--- src/rtl/wb_scoreboard_pkg.sv ---
// Shared widths, unit ids and writeback-source encoding for the writeback scoreboard.
package wb_scoreboard_pkg;

  localparam int unsigned UNIT_FPU = 0;
  localparam int unsigned UNIT_DIV = 1;

  typedef enum logic [1:0] {
    WB_NONE = 2'd0,
    WB_ALU  = 2'd1,
    WB_UNIT = 2'd2
  } wb_src_e;

  function automatic int unsigned reg_aw(input int unsigned n);
    return (n <= 1) ? 32'd1 : 32'($clog2(n));
  endfunction

  function automatic int unsigned unit_w(input int unsigned n);
    return (n <= 1) ? 32'd1 : 32'($clog2(n));
  endfunction

endpackage

--- src/rtl/wb_scoreboard_rr_arbiter.sv ---
// Rotating-priority arbiter: the first requester at or after ptr wins.
module wb_scoreboard_rr_arbiter
  import wb_scoreboard_pkg::*;
#(
  parameter  int unsigned N = 2,
  localparam int unsigned W = unit_w(N)
) (
  input  logic [N-1:0] req,
  input  logic [W-1:0] ptr,
  output logic [N-1:0] grant,
  output logic [W-1:0] grant_idx,
  output logic         grant_any
);

  int unsigned idx;

  always_comb begin
    grant     = '0;
    grant_idx = '0;
    grant_any = 1'b0;
    idx       = 0;
    for (int unsigned i = 0; i < N; i++) begin
      idx = 32'(ptr) + i;
      if (idx >= N) idx = idx - N;
      if (!grant_any && req[idx]) begin
        grant[idx] = 1'b1;
        grant_idx  = W'(idx);
        grant_any  = 1'b1;
      end
    end
  end

endmodule

--- src/rtl/wb_scoreboard.sv ---
// Register scoreboard and single-port writeback arbiter for long-latency units.
// ALU writeback has absolute priority; units share the port round-robin.
module wb_scoreboard
  import wb_scoreboard_pkg::*;
#(
  parameter  int unsigned DATA_W    = 16,
  parameter  int unsigned NUM_REGS  = 16,
  parameter  int unsigned NUM_UNITS = 2,
  localparam int unsigned REG_AW    = reg_aw(NUM_REGS),
  localparam int unsigned UNIT_W    = unit_w(NUM_UNITS)
) (
  input  logic                        clk,
  input  logic                        reset,
  input  logic                        iss_valid,
  input  logic                        iss_flush,
  input  logic [REG_AW-1:0]           iss_rs1,
  input  logic [REG_AW-1:0]           iss_rs2,
  input  logic                        iss_rs1_use,
  input  logic                        iss_rs2_use,
  input  logic [REG_AW-1:0]           iss_rd,
  input  logic                        iss_wr,
  input  logic                        iss_long,
  input  logic [UNIT_W-1:0]           iss_unit,
  output logic                        stall,
  output logic                        iss_fire,
  output logic [NUM_UNITS-1:0]        unit_start,
  input  logic                        alu_wr_en,
  input  logic [REG_AW-1:0]           alu_wr_addr,
  input  logic [DATA_W-1:0]           alu_wr_data,
  input  logic [NUM_UNITS-1:0]        cmp_valid,
  input  logic [NUM_UNITS*DATA_W-1:0] cmp_data,
  output logic [NUM_UNITS-1:0]        cmp_ready,
  output logic                        wb_en,
  output logic [REG_AW-1:0]           wb_addr,
  output logic [DATA_W-1:0]           wb_data,
  output logic                        fwd1,
  output logic                        fwd2,
  output logic [NUM_UNITS-1:0]        busy_units
);

  logic [NUM_REGS-1:0]  pending;
  logic [NUM_UNITS-1:0] inflight;
  logic [NUM_UNITS-1:0] unit_wr;
  logic [REG_AW-1:0]    unit_rd [NUM_UNITS];
  logic [UNIT_W-1:0]    rr_ptr;

  logic [NUM_UNITS-1:0] req;
  logic [NUM_UNITS-1:0] grant;
  logic [UNIT_W-1:0]    grant_idx;
  logic                 grant_any;
  wb_src_e              wb_src;
  logic                 unit_ok;
  logic                 raw1, raw2, waw, busy_hit, hazard;

  // Completions without a matching in-flight op are ignored; the ALU blocks all grants.
  assign req = (reset || alu_wr_en) ? '0 : (cmp_valid & inflight);

  wb_scoreboard_rr_arbiter #(.N(NUM_UNITS)) u_arb (
    .req       (req),
    .ptr       (rr_ptr),
    .grant     (grant),
    .grant_idx (grant_idx),
    .grant_any (grant_any)
  );

  assign cmp_ready = grant;

  always_comb begin
    wb_src = WB_NONE;
    if (!reset) begin
      if (alu_wr_en)      wb_src = WB_ALU;
      else if (grant_any) wb_src = WB_UNIT;
    end
  end

  always_comb begin
    wb_en   = 1'b0;
    wb_addr = '0;
    wb_data = '0;
    case (wb_src)
      WB_ALU: begin
        wb_en   = 1'b1;
        wb_addr = alu_wr_addr;
        wb_data = alu_wr_data;
      end
      WB_UNIT: begin
        wb_en   = unit_wr[grant_idx];
        wb_addr = unit_rd[grant_idx];
        for (int unsigned u = 0; u < NUM_UNITS; u++) begin
          if (grant[u]) wb_data = cmp_data[u*DATA_W +: DATA_W];
        end
      end
      default: ;
    endcase
  end

  // A hazard resolved by this cycle's writeback does not stall: the operand is forwarded.
  assign fwd1     = iss_rs1_use && wb_en && (wb_addr == iss_rs1);
  assign fwd2     = iss_rs2_use && wb_en && (wb_addr == iss_rs2);
  assign unit_ok  = 32'(iss_unit) < NUM_UNITS;
  assign raw1     = iss_rs1_use && pending[iss_rs1] && !fwd1;
  assign raw2     = iss_rs2_use && pending[iss_rs2] && !fwd2;
  assign waw      = iss_wr && pending[iss_rd] && !(wb_en && (wb_addr == iss_rd));
  assign busy_hit = iss_long && unit_ok && inflight[iss_unit] && !cmp_ready[iss_unit];
  assign hazard   = raw1 || raw2 || waw || busy_hit;

  assign stall      = !reset && iss_valid && !iss_flush && hazard;
  assign iss_fire   = !reset && iss_valid && !iss_flush && !hazard;
  assign busy_units = reset ? '0 : inflight;

  always_comb begin
    unit_start = '0;
    for (int unsigned u = 0; u < NUM_UNITS; u++) begin
      if (iss_fire && iss_long && (iss_unit == UNIT_W'(u))) unit_start[u] = 1'b1;
    end
  end

  // Retire first, then issue, so a same-cycle issue to the same register keeps it pending.
  always_ff @(posedge clk) begin
    if (reset) begin
      pending  <= '0;
      inflight <= '0;
      unit_wr  <= '0;
      rr_ptr   <= '0;
      for (int unsigned u = 0; u < NUM_UNITS; u++) unit_rd[u] <= '0;
    end else begin
      if (wb_src == WB_UNIT) begin
        inflight[grant_idx] <= 1'b0;
        if (unit_wr[grant_idx]) pending[unit_rd[grant_idx]] <= 1'b0;
        rr_ptr <= (grant_idx == UNIT_W'(NUM_UNITS - 1)) ? '0 : grant_idx + UNIT_W'(1);
      end
      if (iss_fire && iss_long && unit_ok) begin
        inflight[iss_unit] <= 1'b1;
        unit_rd[iss_unit]  <= iss_rd;
        unit_wr[iss_unit]  <= iss_wr;
        if (iss_wr) pending[iss_rd] <= 1'b1;
      end
    end
  end

endmodule
--- config.mk ---
export PLATFORM = sky130hd
export DESIGN_NAME = wb_scoreboard
export DESIGN_NICKNAME = d
export VERILOG_FILES = /design/src/rtl/wb_scoreboard_pkg.sv /design/src/rtl/wb_scoreboard_rr_arbiter.sv /design/src/rtl/wb_scoreboard.sv
export SDC_FILE = /design/constraint.sdc
export NUM_CORES = 1
export LEC_CHECK = 0
export ABC_CLOCK_PERIOD_IN_PS = 3600
export CAP_MARGIN = 20
export CORE_UTILIZATION = 43
export DETAILED_ROUTE_END_ITERATION = 8
export PLACE_DENSITY = 0.87
export SYNTH_ARGS = -nofsm -noshare
export SYNTH_HDL_FRONTEND = slang
export SYNTH_SLANG_ARGS = --single-unit
--- constraint.sdc ---
create_clock -name clk -period 3.6 [get_ports clk]
set_clock_uncertainty 0.05 [all_clocks]
set_input_delay 0.72 -clock clk [delete_from_list [all_inputs] [get_ports clk]]
set_output_delay 0.72 -clock clk [all_outputs]
set_load 0.02 [all_outputs]
Word-level counts from Yosys, hierarchy flattened
Memory sizes are Yosys's and may differ from the RTL's. Index checks and enable logic that the tools add are counted. Widths: inputs -> output; s select.

Register bits after elaboration: 21. Memory bits (writable): 8. Input port bits: 76. Output and inout bits: 31. Logic and storage cells: 145. Memories kept: 1.

Memory list: unit_rd (depth 2, bits a word 4, read ports 1, clocked after memory_dff 0, write ports 2, RTL line wb_scoreboard.sv:44) `logic [REG_AW-1:0] unit_rd [NUM_UNITS];`.

$add $sub $neg: 4. Order comparisons: 16. Equality and inequality tests: 5. Mux-type cells: 66. Bitwise logic cells: 9. Reductions and logical operators: 40.

Operator list (number): $mux 16 (7); $ge 32x1->1 const B (2); $lt 32x2->1 const B (2); $mux 32 (2); $mux 1 (33); $ge 32x2->1 const B (1); $pmux 16 s2 (1); $sub 32x2->32 const B (1); $logic_and 1x1->1 (27); $lt 4x5->1 const B (4); $mux 2 (10); $and 16x16->16 (1); $not 16->16 (1); $or 16x16->16 (1); $bmux 1 s4 (3); $eq 4x4->1 (3); $demux 1 s4 (2); $ge 4x1->1 const B (2); $logic_not 1->1 (8); $pmux 4 s2 (1); $and 2x2->2 (2); $demux 1 s1 (4); $logic_or 1x1->1 (4); $lt 1x2->1 const B (2); other kinds (14) (16).

Logic depth before layout (Yosys ltp)
Depth after elaboration: 28. Gate-level depth with buffers: 9. Gate-level depth less buffers: 8.

Cells and area by module
From an unflattened synthesis, not the netlist that was laid out.

Cells, all modules: 309. Area, all modules: 2712.6 um2.

By module, submodules not included: wb_scoreboard (instances 1, cells each 304, area an instance 2680.1 um2, sequential area each 660.6 um2); wb_scoreboard_rr_arbiter (instances 1, cells each 5, area an instance 32.5 um2, sequential area each 0.0 um2).

Worst setup path before layout
Ideal clock, no wire load.

Kind: input to output. Start point: input alu_wr_en. End point: output iss_fire. Arrival time: 3.051 ns. Required time: 2.830 ns. Path slack: -0.221 ns. Stages: 8. Path buffers: 1. Path through: nor4bb_2 > and3_1 > a221oi_4 > xnor2_1 > o41ai_4 > nand3_4 > buf_6 > nor3b_1.

Longest elaborated chain between the ends: 22. Elaborated cells between the ends (all ways): 48. Those cells by class: eq/ne: 5; mux: 20; bitwise: 1; reduce/logical: 21; memory: 1.

Ends and longest elaborated chain: start: declaration (RTL line wb_scoreboard.sv:27) `input logic alu_wr_en,`; $logic_or 1x1->1 (RTL line wb_scoreboard.sv:56) `assign req = (reset || alu_wr_en) ? '0 : (cmp_valid & inflight);`; $mux 2 (RTL line wb_scoreboard.sv:56); $mux 1 (not written as such) (2 in a row) (RTL line wb_scoreboard_rr_arbiter.sv:25) `if (!grant_any && req[idx]) begin`; $mux 1 (RTL line wb_scoreboard_rr_arbiter.sv:25); $logic_not 1->1 (RTL line wb_scoreboard_rr_arbiter.sv:25); $logic_and 1x1->1 (RTL line wb_scoreboard_rr_arbiter.sv:25); $mux 1 (RTL line wb_scoreboard_rr_arbiter.sv:25); $mux 2 (RTL line wb_scoreboard.sv:72) `else if (grant_any) wb_src = WB_UNIT;`; [... 4 more ...]; $eq 4x4->1 (tied with other cells) (RTL line wb_scoreboard.sv:98) `assign fwd1 = iss_rs1_use && wb_en && (wb_addr == iss_rs1);`; $logic_and 1x1->1, on equally long branches (RTL line wb_scoreboard.sv:98, wb_scoreboard.sv:99); $logic_not 1->1, on equally long branches (RTL line wb_scoreboard.sv:101, wb_scoreboard.sv:102); $logic_and 1x1->1, on equally long branches (RTL line wb_scoreboard.sv:101, wb_scoreboard.sv:102); $logic_or 1x1->1 (2 in a row) (RTL line wb_scoreboard.sv:105) `assign hazard = raw1 || raw2 || waw || busy_hit;`; $logic_or 1x1->1 (*) (RTL line wb_scoreboard.sv:105); $logic_not 1->1 (*) (RTL line wb_scoreboard.sv:108) `assign iss_fire = !reset && iss_valid && !iss_flush && !hazard;`; $logic_and 1x1->1 (*) (RTL line wb_scoreboard.sv:108); end: declaration (RTL line wb_scoreboard.sv:25) `output logic iss_fire,`.

Mark *: on every way between the ends. The rest lies on a longest branch, timed or not. The select of a mux whose other input is x is not followed.

Final worst setup path
Start point: input iss_rs1[1]. End point: output iss_fire.

Longest elaborated chain between the ends: 9. Elaborated cells between the ends (all ways): 12. Those cells by class: eq/ne: 1; mux: 2; reduce/logical: 9.

Ends and longest elaborated chain: start: declaration (RTL line wb_scoreboard.sv:16) `input logic [REG_AW-1:0] iss_rs1,`; $bmux 1 s4 or $eq 4x4->1 (tied branches) (RTL line wb_scoreboard.sv:101, wb_scoreboard.sv:98); $mux 1 (not written as such) or $logic_and 1x1->1 (tied branches) (RTL line wb_scoreboard.sv:101, wb_scoreboard.sv:98); $logic_and 1x1->1 or $logic_not 1->1 (tied branches) (RTL line wb_scoreboard.sv:101) `assign raw1 = iss_rs1_use && pending[iss_rs1] && !fwd1;`; $logic_and 1x1->1 (*) (RTL line wb_scoreboard.sv:101); $logic_or 1x1->1 (*) (3 in a row) (RTL line wb_scoreboard.sv:105); $logic_not 1->1 (*) (RTL line wb_scoreboard.sv:108); $logic_and 1x1->1 (*) (RTL line wb_scoreboard.sv:108).

Marked as above.

==> reports/results.tsv <==
metric	value	unit
status	finished, violations left	
violations	setup timing	
ant_nets	0	
slew_headroom	0.477	
cp_max_fo	5	
yosysSeqAreaShare	0.262	
period_share	1.05	
final_cells	520	
place_hpwl	7790	um
cts_buffers	5	
syn_nets	359	
synthCells	283	
drc	0	
final_area	0.00436	mm2
ios	107	
dieArea	0.00619	mm2
vias	3493	
leakage	1.82	nW
postLayoutCoreUtil	0.782	
io_buffers	106	
h-tree-depth	2	
clk_path_buf_depth	2	
grt-ovfl-total	0	
rsz0062_at_grt	yes	
synth_edf_count	8	
clk_latency	0.29	ns
start_util	0.453	
end_kind	primary output	
crit_type	input port to primary output	
synth-main-ff-cell	dfxtp_1	
syn_avg_cell_area	8.93	um2
layout-drive-gt1-share	0.326	
routedWlPerCell	24.8	um
cp-start-kind	input port	
fp-row-count	27	
place_area	0.00400	mm2
grt.total_usage	0.369	
dpl_worst_slack	-0.881	ns
setup-tns-final	-0.523	ns
area_growth	72.7	%
yosys_warnings	0	
placedCellCount	498	
die_x	78.6	um
antenna_cells	0	
finalNetCount	523	
setup_viol	4	
synth_area	0.00253	mm2
clockRootBuffer	clkbuf_8	
grt_antenna_before_repair	1	
ir_drop	213	uV
async_flop_share	0	
hold_class	flop to flop	
drv_cap	0	
p_per_area	212	mW/mm2
drt_first_pass_iters	9	
clkTransAtPathRegs	0.06	ns
cp.arrival	3.00	ns
drt-initial-drc-count	468	
gp_congestion	0.971	
hold_viol_final	0	
cts_tree	built	
yosysUniqueCellTypes	61	
cts_hold_buf	0	
grt_first_pass_wirelength	17000	um
grt_pass1_vias	3219	
die_height	78.6	um
drt-total-wl	12900	um
via_per_inst	6.72	
final_max_slew_viol_count	0	
fin_crit	3.77	ns
crit_required	2.83	ns
clock_sinks	29	
setup_ws	-0.169	ns
core_area	0.00557	mm2
worst_pin_slew	0.783	ns
grt_max_degree	19	
ys_seq_elements	29	
clock.fmax	0.265	GHz
## path summary, 6_finish.rpt
kind	start	to	slack [ns]	depth (start not counted)
worst max-delay path	iss_rs1[1]	iss_fire	-0.17	9
worst min register to register	pending[8]	pending[8]	0.49	2
worst min-delay path	pending[8]	pending[8]	0.49	2
worst max register to register	inflight[1]	unit_rd[1][3]	0.56	12
## kinds of logic after synthesis
family / after synthesis / share of synthesized area
muxes: 18 / 0.149
buffers and inverters: 43 / 0.0733
xor gates and xnor gates: 7 / 0.0243
DFF: 29 / 0.262
AOI/OAI and AO/OA: 75 / 0.232
and+or+nand+nor: 111 / 0.260
## placed cells by master (no fill, tap or decap), drive strengths merged, types with 6 or more instances in the layout
| master | instances |
|---|---|
| a222oi | 16 |
| buf | 74 |
| clkbuf | 11 |
| clkdlybuf4s50 | 90 |
| dfxtp | 21 |
| edfxtp | 8 |
| inv | 25 |
| mux4 | 15 |
| nand2 | 17 |
| nand3 | 23 |
| nand4 | 7 |
| nor2 | 21 |
| nor2b | 6 |
| o211ai | 12 |
| o21ai | 24 |
## power by group
part | switching [mW] | internal (mW)
clock | 0.123 | 0.156
combinational | 0.133 | 0.161
sequential | 0.0112 | 0.343
## critical path, stage by stage
cell	delay, ns
clkdlybuf4s15_1	0.46
mux4_2	0.47
mux4_2	0.49
and2_4	0.16
o41ai_4	0.04
buf_4	0.20
nand3_4	0.10
nor3b_4	0.21
buf_6	0.14
## registers in the layout (all words and copies together), names as in the netlist
signal,cells
inflight,2
unit_wr,2
rr_ptr,1
pending,16
unit_rd,8
## metrics by stage
step	total power [mW]	hold WS [ns]
after floorplan	0.448	0.429
after global placement	0.607	0.448
after detailed placement	0.611	0.456
after CTS	0.894	0.464
after global routing	0.951	0.518
final	0.926	0.486
## layout make-up
class / instances / area, um2
Multi-Input combinational cell: 211 / 1830
Inverter: 27 / 103
Tap cell: 72 / 90.1
Clock buffer: 8 / 90.1
Timing Repair Buffer: 173 / 1580
Fill cell: 329 / 1210
Sequential cell: 29 / 661
## what timing repair did
| action | in CTS | in global routing |
|---|---|---|
| gates cloned | 0 | 0 |
| pin swaps | 13 | 13 |
| gates resized for setup | 76 | 26 |
| buffers inserted | 6 | 9 |
| setup endpoints to repair | 25 | 6 |
## routing by layer
layer / routed length [um] / global-route usage
met5: 10 / 0
met2: 5930 / 0.630
met1: 4130 / 0.398
met3: 1680 / 0.100
met4: 1150 / 0.243
## Yosys cell counts, types with 3 or more instances
| cell type | number | area (um2) |
|---|---|---|
| clkbuf_1 | 11 | 41.3 |
| a21oi_1 | 5 | 25.0 |
| nor2b_1 | 5 | 31.3 |
| a222oi_1 | 16 | 160 |
| nor3_1 | 4 | 20.0 |
| nand2_1 | 17 | 63.8 |
| nand3_1 | 22 | 110 |
| nor2_1 | 20 | 75.1 |
| inv_1 | 25 | 93.8 |
| or2_2 | 3 | 18.8 |
| nor3b_1 | 5 | 37.5 |
| o21ai_0 | 24 | 120 |
| nand2b_1 | 4 | 25.0 |
| dfxtp_1 | 21 | 420 |
| and3_1 | 3 | 18.8 |
| nand4_1 | 6 | 37.5 |
| edfxtp_1 | 8 | 240 |
| mux2_2 | 3 | 33.8 |
| o211ai_1 | 12 | 90.1 |
| xnor2_1 | 5 | 43.8 |
| mux4_2 | 14 | 315 |
Note: power is estimated with default switching activity, not from simulation.
==> RTL edit 1, RTL diff (same flow settings) <==
`NUM_REGS`: 16 -> 18.
--- a/src/rtl/wb_scoreboard.sv
+++ b/src/rtl/wb_scoreboard.sv
@@ -4,7 +4,7 @@
   import wb_scoreboard_pkg::*;
 #(
   parameter  int unsigned DATA_W    = 16,
-  parameter  int unsigned NUM_REGS  = 16,
+  parameter  int unsigned NUM_REGS  = 18,
   parameter  int unsigned NUM_UNITS = 2,
   localparam int unsigned REG_AW    = reg_aw(NUM_REGS),
   localparam int unsigned UNIT_W    = unit_w(NUM_UNITS)
Interface: changed (5 resized); port bits go from 107 to 112. The function was not compared with the original's and may differ.
==> RTL edit 1 against the unedited design <==
The run still ends with setup timing left. Hold slack got worse by 0.018 ns. Sequential power grew 13%. Area after synthesis increased by 11%. Design area is 6.5% higher. Worst setup slack got worse by 0.039 ns. Routed wire length is 19% lower. Sequential cell count up 4. First-iteration DRC count shrank 49%. Count of clock-buffer cells in the layout is 2 lower. Core utilization decreased by 4.7 points. Power increased by 5.2%. Critical path type unchanged. Highest routed layer is now met4.
==> RTL edit 1: results (changes against the unedited design) <==
| Metric | Value |
|---|---|
| R2R Setup Slk | 0.32 ns (-0.24 ns) |
| GRT Total Usage | 0.302 (-0.0668) |
| Min Hold Slack | 0.467 ns (-0.0183 ns) |
| Top post-synthesis cells by count | o21ai_0 (25), dfxtp_1 (23), inv_1 (20) |
| Min-Delay Path Depth | 2 (unchanged) |
| Number of warnings issued by yosys | 0 (unchanged) |
| RR Endpoint | unit_rd[0][2] |
| Largest registers | pending x18, unit_rd x10 |
| Worst min path class | reg -> reg |
| EDFF count, synth | 10 (+2) |
| Top cells by area, synth | dfxtp_1 (16%), edfxtp_1 (11%), mux4_2 (9.6%) |
| Average wire per standard cell | 18.8 um (-24%) |
| Worst EP arrival | 3.04 ns (+0.04 ns) |
| TritonCTS buffer count | 5 (unchanged) |
| Worst VDD drop | 0.231 mV (+8.7%) |
| Slew headroom | 0.662 (+0.185) |
| Clk slew on worst S/H paths | 0.07 ns |
| Syn nets | 388 (+8.1%) |
| Drt first pass iters | 6 (-3) |
| Antenna cells | 0 (unchanged) |
| Crit-path max cell delay | 0.33 ns (-0.16 ns) |
| Initial antenna violation count | 0 (-1) |
| Final setup fails | 4 (unchanged) |
| Status | complete, but fails checks |
| First-pass GRT wire length | 15,600 um (-8.2%) |
| Fin nets | 558 (+6.7%) |
| Worst path slowest cell | o41ai_2 |
| Worst Slack Setup Final | -0.208 ns (-0.0392 ns) |
| Failing checks | setup timing |
| Fraction of registers with async set/reset | 0 (unchanged) |
| CTS HTree Levels | 2 (unchanged) |
| HPWL after DPL | 7760 um (-0.36%) |
| Critical path peak fanout | 3 (-2) |
| Setup TNS | -0.577 ns (-0.0539 ns) |
| Worst r2r path cells | 16 (+4) |
| Number of port buffers | 111 (+4.7%) |
| Vias per cell | 6.14 (-8.6%) |
| Vias in the first global route | 3,299 (+2.5%) |
| Hold Crit Start | pending[1] |
| Fraction of layout cells with a size suffix above 1 | 0.271 (-0.0545) |
| Worst-skew pair later-pin latency | 0.28 ns |
| Sequential area share after synthesis | 0.271 (+0.00991) |
| Largest net degree at the start of global routing | 19 (unchanged) |
| Hold Path Sink | pending[1] |
| Maximum clock path buffer count | 2 (unchanged) |
| Via count | 3,415 (-2.2%) |
| Placed cells | 533 (+7.0%) |
| Root buf cell | clkbuf_8 |
| Mapped Avg Cell Area | 9.10 um2 (+1.9%) |
| Final Wtd Congestion | 0.897 (-7.6%) |
| DR iter-0 viols | 239 (-49%) |
| CP delay by family, top | compound AO/OA/AOI/OAI gates |
| R2r startpoint | inflight[0] |
| Pleak | 1.87 nW (+3.2%) |
[RTL edit 1: routing by layer]
layer,vias to the layer above,share of wire,GRT usage
met5,-,0,0
met4,0,0.035,0.140
li1,1536,-,-
met1,1634,0.38,0.354
met2,202,0.50,0.520
met3,43,0.091,0.0692
[RTL edit 1: layout make-up]
cell class	count	area [um2]
well taps	77	96.3
inverters	23	86.3
flip-flops and latches	33	761
clock inverters	2	10.0
clock buffers	6	72.6
repair buffers	184	1670
multi-input cells	231	1940
fillers	426	1670
[RTL edit 1: kinds of logic (layout without fill, tap and decap cells)]
kind of cell	count (synthesis)	after routing	synth area share
mux	25	25	0.146
compound gates	87	87	0.234
buf+inv	44	215	0.0714
flops	33	33	0.271
simple gates	108	108	0.243
xor+xnor	11	11	0.0344
[RTL edit 1: how the worst max path moves through the flow]
stage / start / endpoint / slack, ns / cells past startpoint
final: cmp_valid[0] / unit_start[1] / -0.21 / 12
after global routing: reset / unit_start[1] / -0.28 / 12
after CTS: reset / unit_start[1] / -0.14 / 12
after detailed placement: reset / unit_start[1] / -1.08 / 11
after global placement: reset / unit_start[1] / -0.98 / 10
after floorplan: reset / unit_start[1] / -0.16 / 10
[RTL edit 1: repair_timing]
action,CTS,global route
pin swaps,9,6
setup buffers,12,3
endpoints found under the setup margin,26,5
cloned,0,0
gates resized for setup,62,8
[RTL edit 1: through the flow]
stage	worst slack [ns]	area, um2
global placement	-0.979	4350
floorplan	-0.158	2830
finish	-0.208	4640
global route	-0.284	4640
detailed placement	-1.08	4350
CTS	-0.136	4580
[RTL edit 1: where the power goes]
part	switching, mW	internal [mW]	total (mW)
clock	0.132	0.134	0.266
combinational	0.130	0.178	0.308
sequential	0.00929	0.391	0.400
total	0.271	0.703	0.974
[RTL edit 1: worst reg2reg max path, cell delays in order, from the launching register on]
cell and delay, ns:
dfxtp_1 0.47, and3b_1 0.29, nand3_1 0.10, a21o_1 0.19, nand2_1 0.16, xor2_1 0.30, nor4_4 0.10, o2111a_2 0.33
buf_6 0.14, nand4b_4 0.09, inv_2 0.05, buf_4 0.12, buf_4 0.12, buf_4 0.12, buf_4 0.12, buf_4 0.13
and2_1 0.16
==> RTL edit 2, RTL diff (same flow settings) <==
Made on the original files. Make the reset (`reset`) asynchronous in one clocked block.
--- a/src/rtl/wb_scoreboard.sv
+++ b/src/rtl/wb_scoreboard.sv
@@ -116,7 +116,7 @@
   end
 
   // Retire first, then issue, so a same-cycle issue to the same register keeps it pending.
-  always_ff @(posedge clk) begin
+  always_ff @(posedge clk or posedge reset) begin
     if (reset) begin
       pending  <= '0;
       inflight <= '0;
Function: not settled (the Yosys comparison gave no result); the edit may change what the design does.
==> RTL edit 2 against the unedited design <==
The flow still finishes with violations (setup timing). Worst setup slack gained 0.057 ns. Area after synthesis grew 2.9%. Routed wire length shrank 10%. Synthesized cell count shrank 4.2%. Count of clock-buffer cells in the layout shrank 3. Design area grew 0.83%. Sequential cell count is the same.
Power is not compared: it rests on default switching activity, and its combinational part moved more than twofold at a synthesized area within 25%.
==> RTL edit 2: results (changes against the unedited design) <==
| Metric | Value |
|---|---|
| Final wirelength | 11,600 um (-10%) |
| Syn nets | 347 (-3.3%) |
| Vias in the first global route | 3,197 (-0.68%) |
| Worst Slack Setup Final | -0.112 ns (+0.0567 ns) |
| Root buf cell | clkbuf_8 |
| Largest registers | pending x16, unit_rd x8 |
| Final setup fails | 4 (unchanged) |
| Global route total overflow | 0 (unchanged) |
| Sequential area share after synthesis | 0.279 (+0.0177) |
| Fraction of registers with async set/reset | 1.00 (+1.00) |
| GRT Total Usage | 0.343 (-0.0260) |
| Slew headroom | 0.694 (+0.217) |
| DR iter-0 viols | 417 (-11%) |
| Largest net degree at the start of global routing | 30 (+11) |
| NetSw | 0.535 mW |
| CTS HTree Levels | 2 (unchanged) |
| Fin nets | 502 (-4.0%) |
| Critical path peak fanout | 6 (+1) |
| Number of warnings issued by yosys | 0 (unchanged) |
| Worst min path class | reg -> reg |
| First-pass GRT wire length | 16,400 um (-3.7%) |
| # fillers | 327 (-0.61%) |
| Clk slew on worst S/H paths | 0.06 ns (about the same) |
| Top cells by area, synth | dfrtp_1 (28%), mux4_2 (13%), a222oi_1 (6.2%) |
| Min-Delay Path Depth | 1 (-1) |
| Worst-skew pair later-pin latency | 0.28 ns |
| Worst VDD drop | 0.267 mV |
| Worst r2r path cells | 10 (-2) |
| Worst EP arrival | 2.94 ns (-0.06 ns) |
| Synth cell types | 50 (-18%) |
| Initial antenna violation count | 0 (-1) |
| Drt first pass iters | 7 (-2) |
| HPWL after DPL | 8210 um (+5.4%) |
| Final Wtd Congestion | 0.909 (-6.4%) |
| Top post-synthesis cells by count | dfrtp_1 (29), inv_1 (22), o21ai_0 (22) |
| Failing checks | setup timing |
| Vias per cell | 6.70 (-0.30%) |
| TritonCTS buffer count | 5 (unchanged) |
| Maximum clock path buffer count | 2 (unchanged) |
| Antenna cells | 0 (unchanged) |
| Placed inst area | 4190 um2 (+4.7%) |
| Pleak | 1.87 nW |
| Setup TNS | -0.342 ns (+0.181 ns) |
| Area growth, synth to finish | 69.2% |
| Fraction of layout cells with a size suffix above 1 | 0.337 (+0.0113) |
| Most used DFF post-synth | dfrtp_1 |
| Status | complete, but fails checks |
| Number of port buffers | 106 (unchanged) |
[RTL edit 2: changes by cell type after synthesis, sizes merged, moves of 10 or more]
cell | before | now
dfrtp | 0 | 29
dfxtp | 21 | 0
nand3 | 23 | 7
nor2 | 21 | 4
o211ai | 12 | 0
o31ai | 0 | 10
or4 | 0 | 13
[RTL edit 2: per-stage QoR]
| stage | total power, mW | std cells | hold slack, ns | worst slack (ns) |
|---|---|---|---|---|
| 6_report | 1.41 | 499 | 0.538 | -0.112 |
| 2_1_floorplan | 0.769 | 271 | 0.446 | 0.000426 |
| 4_1_cts | 1.35 | 497 | 0.532 | -0.146 |
| 3_5_place_dp | 1.09 | 485 | 0.517 | -1.06 |
| 3_3_place_gp | 1.06 | 485 | 0.488 | -0.944 |
| 5_1_grt | 1.47 | 499 | 0.554 | -0.159 |
[RTL edit 2: final timing paths]
check,startpoint,endpoint,slack [ns]
hold reg to reg,unit_rd[3],unit_rd[3],0.54
setup / recovery,cmp_valid[0],stall,-0.11
hold / removal,unit_rd[3],unit_rd[3],0.54
setup reg to reg,rr_ptr,unit_rd[2],0.56
min in group asynchronous,reset,pending[14],0.60
max in group asynchronous,reset,unit_rd[0],2.62
[RTL edit 2: layer usage]
metal	GRT usage	wire (um)	vias to the layer above
met3	0.0937	1150	74
met1	0.431	3990	1598
met5	0	0	-
li1	-	-	1392
met2	0.553	5780	278
met4	0.143	641	0
[RTL edit 2: repair_timing]
action | CTS | global route
setup buffers | 4 | 2
resized for setup | 63 | 19
endpoints found under the setup margin | 24 | 7
cloned | 0 | 0
pin swaps | 18 | 14
hold buffers | 0 | 0
[RTL edit 2: worst max-delay path, stage by stage]
cell and delay (ns):
clkbuf_2 0.14, and4bb_2 0.30, and3_4 0.19, or3_4 0.40
buf_6 0.15, xnor2_4 0.16, a41oi_4 0.14, or2_4 0.30
o31a_1 0.30, buf_6 0.15
[RTL edit 2: layout make-up]
class	count	share of cell area
clock buffers	5	0.0156
clock inverters	3	0.00398
inverters	24	0.0205
multi-input cells	200	0.435
flip-flops and latches	29	0.165
well taps	72	0.0205
repair buffers	166	0.339
[RTL edit 2: logic make-up after synthesis]
kind of cell | after synthesis | synth area share
AOI/OAI and AO/OA | 83 | 0.227
muxes | 25 | 0.173
DFF | 29 | 0.279
buffers and inverters | 42 | 0.0660
xor gates and xnor gates | 7 | 0.0236
and+or+nand+nor | 85 | 0.231
[RTL edit 2: power groups by stage]
stage	clock, mW	sequential [mW]	combinational, mW
3_5_place_dp	0	0.460	0.630
2_1_floorplan	0	0.441	0.328
6_report	0.255	0.469	0.684
4_1_cts	0.258	0.455	0.642
3_3_place_gp	0	0.451	0.608
5_1_grt	0.275	0.472	0.720
